## config.mk

```make
export PLATFORM = sky130hd
export DESIGN_NAME = upload_frame_packer
export DESIGN_NICKNAME = d
export VERILOG_FILES = /design/src/rtl/upload_frame_packer.sv
export SDC_FILE = /design/constraint.sdc
export NUM_CORES = 2
export LEC_CHECK = 0
export BUFFER_PORTS_ARGS = -buffer_cell sky130_fd_sc_hd__buf_2
export CAP_MARGIN = 20
export CORE_UTILIZATION = 40
export CTS_CLUSTER_DIAMETER = 80
export DETAILED_ROUTE_END_ITERATION = 6
export PLACE_DENSITY_LB_ADDON = 0.2
export REMOVE_ABC_BUFFERS = 1
export SYNTH_ARGS = -nofsm -noshare
export SYNTH_HDL_FRONTEND = slang
export SYNTH_SLANG_ARGS = --single-unit
```

## constraint.sdc

```tcl
create_clock -name clk -period 7.9 [get_ports clk]
set_clock_uncertainty 0.15 [all_clocks]
set_input_delay 0.395 -clock clk [delete_from_list [all_inputs] [get_ports clk]]
set_output_delay 0.395 -clock clk [all_outputs]
set_load 0.05 [all_outputs]
```

## src/rtl/upload_frame_packer.sv

```systemverilog
// Frames one response payload as AA 44 cmd len_hi len_lo payload csum
// and streams it byte-by-byte toward the USB CDC upload path.
module upload_frame_packer #(
    parameter int         MAX_LEN = 256,
    parameter logic [7:0] HDR0    = 8'hAA,
    parameter logic [7:0] HDR1    = 8'h44
) (
    input  logic       clk,
    input  logic       rst,
    input  logic [7:0] src_cmd,
    input  logic [7:0] src_data,
    input  logic       src_valid,
    input  logic       src_last,
    output logic       src_ready,
    output logic [7:0] upload_data,
    output logic       upload_valid,
    input  logic       upload_ready,
    output logic       busy,
    output logic       trunc_err
);

    localparam int AW = $clog2(MAX_LEN);
    localparam int CW = AW + 1;

    typedef enum logic [3:0] {
        IDLE, COLLECT, H0, H1, CMD, LENH, LENL, PAY, CSUM
    } state_t;

    state_t        state;
    logic [7:0]    mem [MAX_LEN];
    logic [7:0]    rd_data;
    logic [7:0]    cmd_q;
    logic [7:0]    csum;
    logic [CW-1:0] count;
    logic [CW-1:0] rd_ptr;
    logic [AW-1:0] rd_addr;
    logic [15:0]   len16;
    logic          src_xfer;
    logic          up_xfer;
    logic          rd_adv;

    assign len16    = 16'(count);
    assign src_xfer = src_valid & src_ready;
    assign up_xfer  = upload_valid & upload_ready;
    assign rd_adv   = up_xfer && (state == LENL || state == PAY);
    // rd_data always holds buf[rd_ptr]; step the address as a byte leaves
    assign rd_addr  = rd_adv ? rd_ptr[AW-1:0] + 1'b1 : rd_ptr[AW-1:0];

    always_ff @(posedge clk) begin
        if (src_xfer)
            mem[count[AW-1:0]] <= src_data;
        rd_data <= mem[rd_addr];
    end

    always_ff @(posedge clk) begin
        if (rst) begin
            state        <= IDLE;
            src_ready    <= 1'b0;
            upload_valid <= 1'b0;
            upload_data  <= 8'h00;
            busy         <= 1'b0;
            trunc_err    <= 1'b0;
            count        <= '0;
            rd_ptr       <= '0;
            csum         <= 8'h00;
            cmd_q        <= 8'h00;
        end else begin
            trunc_err <= 1'b0;
            if (rd_adv)
                rd_ptr <= rd_ptr + 1'b1;
            if (up_xfer && state inside {CMD, LENH, LENL, PAY})
                csum <= csum + upload_data;
            unique case (state)
                IDLE: begin
                    if (src_xfer) begin
                        cmd_q <= src_cmd;
                        count <= CW'(1);
                        busy  <= 1'b1;
                        if (src_last) begin
                            state        <= H0;
                            src_ready    <= 1'b0;
                            upload_valid <= 1'b1;
                            upload_data  <= HDR0;
                        end else begin
                            state <= COLLECT;
                        end
                    end else begin
                        src_ready <= 1'b1;
                    end
                end
                COLLECT: begin
                    if (src_xfer) begin
                        count <= count + 1'b1;
                        if (src_last || count == CW'(MAX_LEN - 1)) begin
                            trunc_err    <= ~src_last;
                            state        <= H0;
                            src_ready    <= 1'b0;
                            upload_valid <= 1'b1;
                            upload_data  <= HDR0;
                        end
                    end
                end
                H0: if (up_xfer) begin
                    upload_data <= HDR1;
                    state       <= H1;
                end
                H1: if (up_xfer) begin
                    upload_data <= cmd_q;
                    state       <= CMD;
                end
                CMD: if (up_xfer) begin
                    upload_data <= len16[15:8];
                    state       <= LENH;
                end
                LENH: if (up_xfer) begin
                    upload_data <= len16[7:0];
                    state       <= LENL;
                end
                LENL: if (up_xfer) begin
                    upload_data <= rd_data;
                    state       <= PAY;
                end
                PAY: if (up_xfer) begin
                    if (rd_ptr == count) begin
                        upload_data <= csum + upload_data;
                        state       <= CSUM;
                    end else begin
                        upload_data <= rd_data;
                    end
                end
                CSUM: if (up_xfer) begin
                    upload_valid <= 1'b0;
                    src_ready    <= 1'b1;
                    busy         <= 1'b0;
                    count        <= '0;
                    rd_ptr       <= '0;
                    csum         <= 8'h00;
                    state        <= IDLE;
                end
                default: state <= IDLE;
            endcase
        end
    end

endmodule
```

# Word level (Yosys, flattened, before mapping)
# Memories as Yosys holds them, arrays and structs flattened. A register that Yosys moved wholly into a read port is not among the register bits.
# Cells that the tools add are included.
# word_totals
wordCells	113
rom_bits	0
latchBits	0
in_bits	21
memories	1
ramBits	2048
reg_bits	50
# op_classes
n_reduce_logical	17
bitwise_logic	6
multipliers	0
n_lt_le_gt_ge	0
n_eq_ne	23
addsub	4
n_div	0
n_shift	0
n_mux	52
# mem_list
memory	words	word_bits	read_ports	rd_clocked_by_memory_dff	wr	line	rtl
mem	256	8	1	1	1	30	logic [7:0] mem [MAX_LEN];
# ops
operator	n
8-bit 2-to-1 mux	15
8-bit one-hot mux with 8 select lines	1
9-bit 2-to-1 mux	6
4-bit 2-to-1 mux	11
4-bit one-hot mux with 9 select lines	1
9-bit one-hot mux with 3 select lines	1
2-bit != test (second input constant)	11
11-bit AND reduction	2
9-bit by 1-bit adder with 9-bit output (second input constant)	2
4-bit by 3-bit equality test with 1-bit output (second input constant)	4
1-bit 2-to-1 mux	13
9-bit by 8-bit equality test with 1-bit output (second input constant)	1
9-bit equality test	1
8-bit by 1-bit adder with 8-bit output (second input constant)	1
8-bit adder	1
4-bit by 2-bit equality test with 1-bit output (second input constant)	2
8-bit nonzero test	1
1-bit one-hot mux with 3 select lines	2
6-bit AND reduction	1
5-bit AND reduction	1
4-bit by 1-bit equality test with 1-bit output (second input constant)	1
4-bit equality test (second input constant)	1
4-bit zero test	1
1-bit inverter	4
other kinds (14)	17

# Longest topological paths before layout
# logic_depth
depth_word	6
mapped_depth	16
mapped_depth_nobuf	10

# Least setup slack after synthesis
# OpenSTA, ideal clock, no wires.
# synth_path
kind	flip-flop to flip-flop
startpoint	register upload_valid
endpoint	register rd_data[0] (read register of mem)
synth_period_minus_slack_ps	3193
slack_ps	4707
path_stages_with_launch	13
setup_time_ps	160
arrival_ps	2883
n_path_buf	4
cell_sequence	dfxtp_1 buf_2 nand3b_1 or3_1 buf_2 and2_1 buf_6 buf_6 o221ai_1 o21ai_1 or3_1 a2111oi_2 a311oi_1
# synth_via
elab_chain_len	3
# synth_lines
item	line	rtl
start: declaration	16	output logic upload_valid,
start signal: assignment	59	upload_valid <= 1'b0;
start signal: assignment	82	upload_valid <= 1'b1;
start signal: assignment	98	upload_valid <= 1'b1;
1-bit bitwise AND	44	assign up_xfer = upload_valid & upload_ready;
1-bit logical AND	45	assign rd_adv = up_xfer && (state == LENL || state == PAY);
8-bit 2-to-1 mux	47	assign rd_addr = rd_adv ? rd_ptr[AW-1:0] + 1'b1 : rd_ptr[AW-1:0];
end: declaration	31	logic [7:0] rd_data;
# Every way passes these cells.
# A chain may end at the register's enable or synchronous reset.

# Worst setup path after layout
# layout_path
startpoint	register state[1]
endpoint	register rd_data[1] (read register of mem)
# layout_via
elab_chain_len	4
elab_cells_between_ends	5
classes_between	2 x eq/ne; 1 x mux; 2 x reduce/logical
# layout_lines
item	line	rtl
start: declaration	29	state_t state;
start signal: assignment	57	state <= IDLE;
start signal: assignment	80	state <= H0;
start signal: assignment	85	state <= COLLECT;
4-bit by 3-bit equality test with 1-bit output	45	
1-bit logical OR (*)	45	
1-bit logical AND (*)	45	
8-bit 2-to-1 mux (*)	47	
# Every way passes the cells marked *; elsewhere a longest branch is shown, timed or not.

==> results_dict.tcl <==
set metrics [dict create \
    viasPerCell 6.75 \
    synth_top_family_by_area "compound AO/OA/AOI/OAI gates" \
    synth_mux_area_share_pct 7.11 \
    drive_above_1_share_pct 12.3 \
    final.period_utilization_pct 75.2 \
    num_vias 64561 \
    clock_latency_ps 870 \
    fp.dieH_um 482 \
    synth_cell_types 99 \
    ys_seq_elements 2106 \
    synth_edf_count 2048 \
    switchingPower_w 0.00513 \
    yosys-top-cells-area "edfxtp_1 67%, o22ai_1 4.3%, mux2i_1 3.6%" \
    portBuffers 32 \
    p_int_w 0.0182 \
    avgSynthCellArea_sq_um 14.2 \
    root_buffer "clkbuf_16" \
    yosysTopAreaCellShare_pct 66.8 \
    cts_sinks 2106 \
    core_area_sq_um 228000 \
    wl_per_cell_um 35.7 \
    hold_path.class "in2reg" \
    ys.flop_type "edfxtp_1" \
    cts_htree_levels 4 \
    die_area_sq_um 232000 \
    gp_congestion 0.918 \
    hold_path_end "busy" \
    final_antenna_net_count 0 \
    grt_pass1_wl_mm 477 \
    period_needed_ps 5940 \
    chipWidth_um 482 \
    cts_inserted_buffers 215 \
    register_area_sq_um 62700 \
    holdPathStages 5 \
    num_rows 175 \
    async_reset_ff_share_pct 0 \
    cp.required_ps 8470 \
    synth_compound_area_share_pct 14.9 \
    grt_max_degree 180 \
    drc_errors 0 \
    place_inst 9124 \
    leakagePower_nw 30.2 \
    cp-end-kind "flop" \
    antenna_found_initial 23 \
    synth_top_area_cell "edfxtp_1" \
    grt_overflow_total 0 \
    first_pass_iters 7 \
    crit_type "reg2reg" \
    power_frac_comb_pct 3.1 \
    nets 6398 \
    worst_slew_pin_slew_ps 1360 \
    synth_warnings 0 \
    syn_inst 6488 \
    cts_setup_buffers 0 \
    drtIter0Drc 9403 \
    r2r_slack_ps 1960 \
    stdcell_count 9571 \
    power.share.clock_pct 43.9 \
    total_power_w 0.0233 \
    synth_xor_area_share_pct 0.323 \
    syn_area_sq_um 92100 \
    outcome "finished clean" \
    max_cap_violations 0 \
    p_per_area_nw_per_um2 227 \
    worstPathMaxFanout 63 \
    synthSimpleGateAreaFrac_pct 6.26 \
    rsz0062_at_grt "no" \
    vdd_drop_max_mv 0.188 \
    start_util_pct 40.4 \
    seq_power_share_pct 53.1 \
    clk_pin_slew_worst_paths_ps 70 \
    ios 33 \
    cts_resized 0 \
    grt_pass1_vias 61370 \
    hold_viol_final 0 \
    syn2layout_area_growth_pct 11.4 \
    multi_input_area_sq_um 26800 \
    r2r_start "state[1]" \
    drv_slew 0 \
    wl_mm 342 \
    hpwl_mm 199 \
    fmax_mhz 168 \
    cp-start-kind "flop" \
    cts_buffer_depth 3 \
    synth_fa_ha_area_share_pct 0.198 \
    min-delay-start "src_valid" \
    fill_cells 20180 \
    final-setup-viol-count 0 \
    grt_use_total_pct 28.9 \
    yosysSeqAreaShare_pct 68.0 \
    r2r_cells 11 \
    max_slew_margin_pct 9.12 \
    swShare_pct 22.0 \
    worstPathArrival_ps 6500 \
    cts_tree "done" \
    r2r-end "rd_data[1]" \
]
-- power by group through the flow --
stage / Sequential (W) / Combinational (W) / Clock (W)
finish: 0.0124 / 0.000713 / 0.0102
global route: 0.0124 / 0.000741 / 0.0107
detailed placement: 0.0126 / 0.000676 / 0
floorplan: 0.0126 / 0.000225 / 0
CTS: 0.0124 / 0.000696 / 0.0103
global placement: 0.0126 / 0.000658 / 0
-- layout by cell type, fill, tap and decap left out, types with 91 or more instances in the layout --
cell       synthesis  layout
a2111oi_0        114     114
a21oi_1          194     194
buf_4             43     138
clkbuf_16          0     220
edfxtp_1        2048    2048
mux2_2           127     127
mux2i_1          327     327
nand2_1          176     172
nor2_1           528     528
nor2b_1           91      91
nor3_1           175     174
o21ai_0          233     233
o221ai_1         260     260
o22ai_1          638     637
-- logic make-up (layout without fill, tap and decap cells) --
logic type,count (synthesis),in the layout
other,0,15
AO/OA/AOI/OAI,1956,1956
flip-flops,2106,2106
AND/OR/NAND/NOR,1241,1241
adder cells (fa/ha/maj),14,14
XOR/XNOR,34,34
buffers and inverters,601,660
multiplexers,536,536
-- worst max-delay path by stage --
stage / startpoint / endpoint
global route: state[1] / rd_data[0]
global placement: state[1] / rd_data[0]
floorplan: rd_ptr[0] / rd_data[4]
finish: state[1] / rd_data[1]
CTS: state[1] / rd_data[0]
detailed placement: state[1] / rd_data[0]
-- routing by layer --
layer	wire, um	vias to the layer above	track usage, %
li1	-	26327	-
met1	134000	33419	39.3
met2	153000	4019	43.9
met3	36800	782	6.45
met4	17400	14	13.8
met5	75	-	0
-- sequential cells by signal (all words and copies together) (netlist names) --
| name | cells |
|---|---|
| rd_ptr | 9 |
| upload_data | 8 |
| upload_valid | 1 |
| state | 4 |
| csum | 8 |
| busy | 1 |
| trunc_err | 1 |
| count | 9 |
| rd_data | 8 |
| cmd_q | 8 |
| mem | 2048 |
| src_ready | 1 |
-- through the flow --
stage               setup WS [ps]  util [%]  area [sq um]  hold slack [ps]  TNS [ps]
floorplan                  -19090         -         89200              285   -272320
CTS                          2020      45.0        103000              135         0
detailed placement           2040      41.8         95300              305         0
global route                 2010      45.0        103000              195         0
global placement             2070      41.8         95300              298         0
finish                       1960      45.0        103000              198         0
-- worst max-delay path, stage by stage (launching register included) --
cell and delay (ps):
dfxtp_1 780, nand2_2 630, or3_2 940, and2_4 400
buf_12 250, o221ai_1 290, o22ai_1 170, a211oi_1 800
o22ai_1 180, nor4_1 760, buf_4 230, nor4_1 40
-- synthesized netlist by cell type (127+ instances only) --
cell type and instances:
o22ai_1 638, nand2_1 176, o21ai_0 233, mux2i_1 327, buf_2 290, nor2_1 528
a21oi_1 194, nor3_1 175, mux2_2 127, o221ai_1 260, clkbuf_1 193, edfxtp_1 2048
-- timing repair --
action | 4_1_cts | 5_1_grt
hold buffers | 29 | 0
setup endpoints to repair | 0 | 0
hold endpoints to repair | 482 | 0
-- cell type report --
type | instances | share of cell area (%)
clock buffers | 290 | 5.75
flip-flops and latches | 2106 | 61.0
well taps | 3009 | 3.67
multi-input cells | 3781 | 26.1
repair buffers | 242 | 2.30
diodes | 15 | 0.0366
inverters | 17 | 0.0695
clock inverters | 111 | 1.05
(Power assumes the default switching activity.)
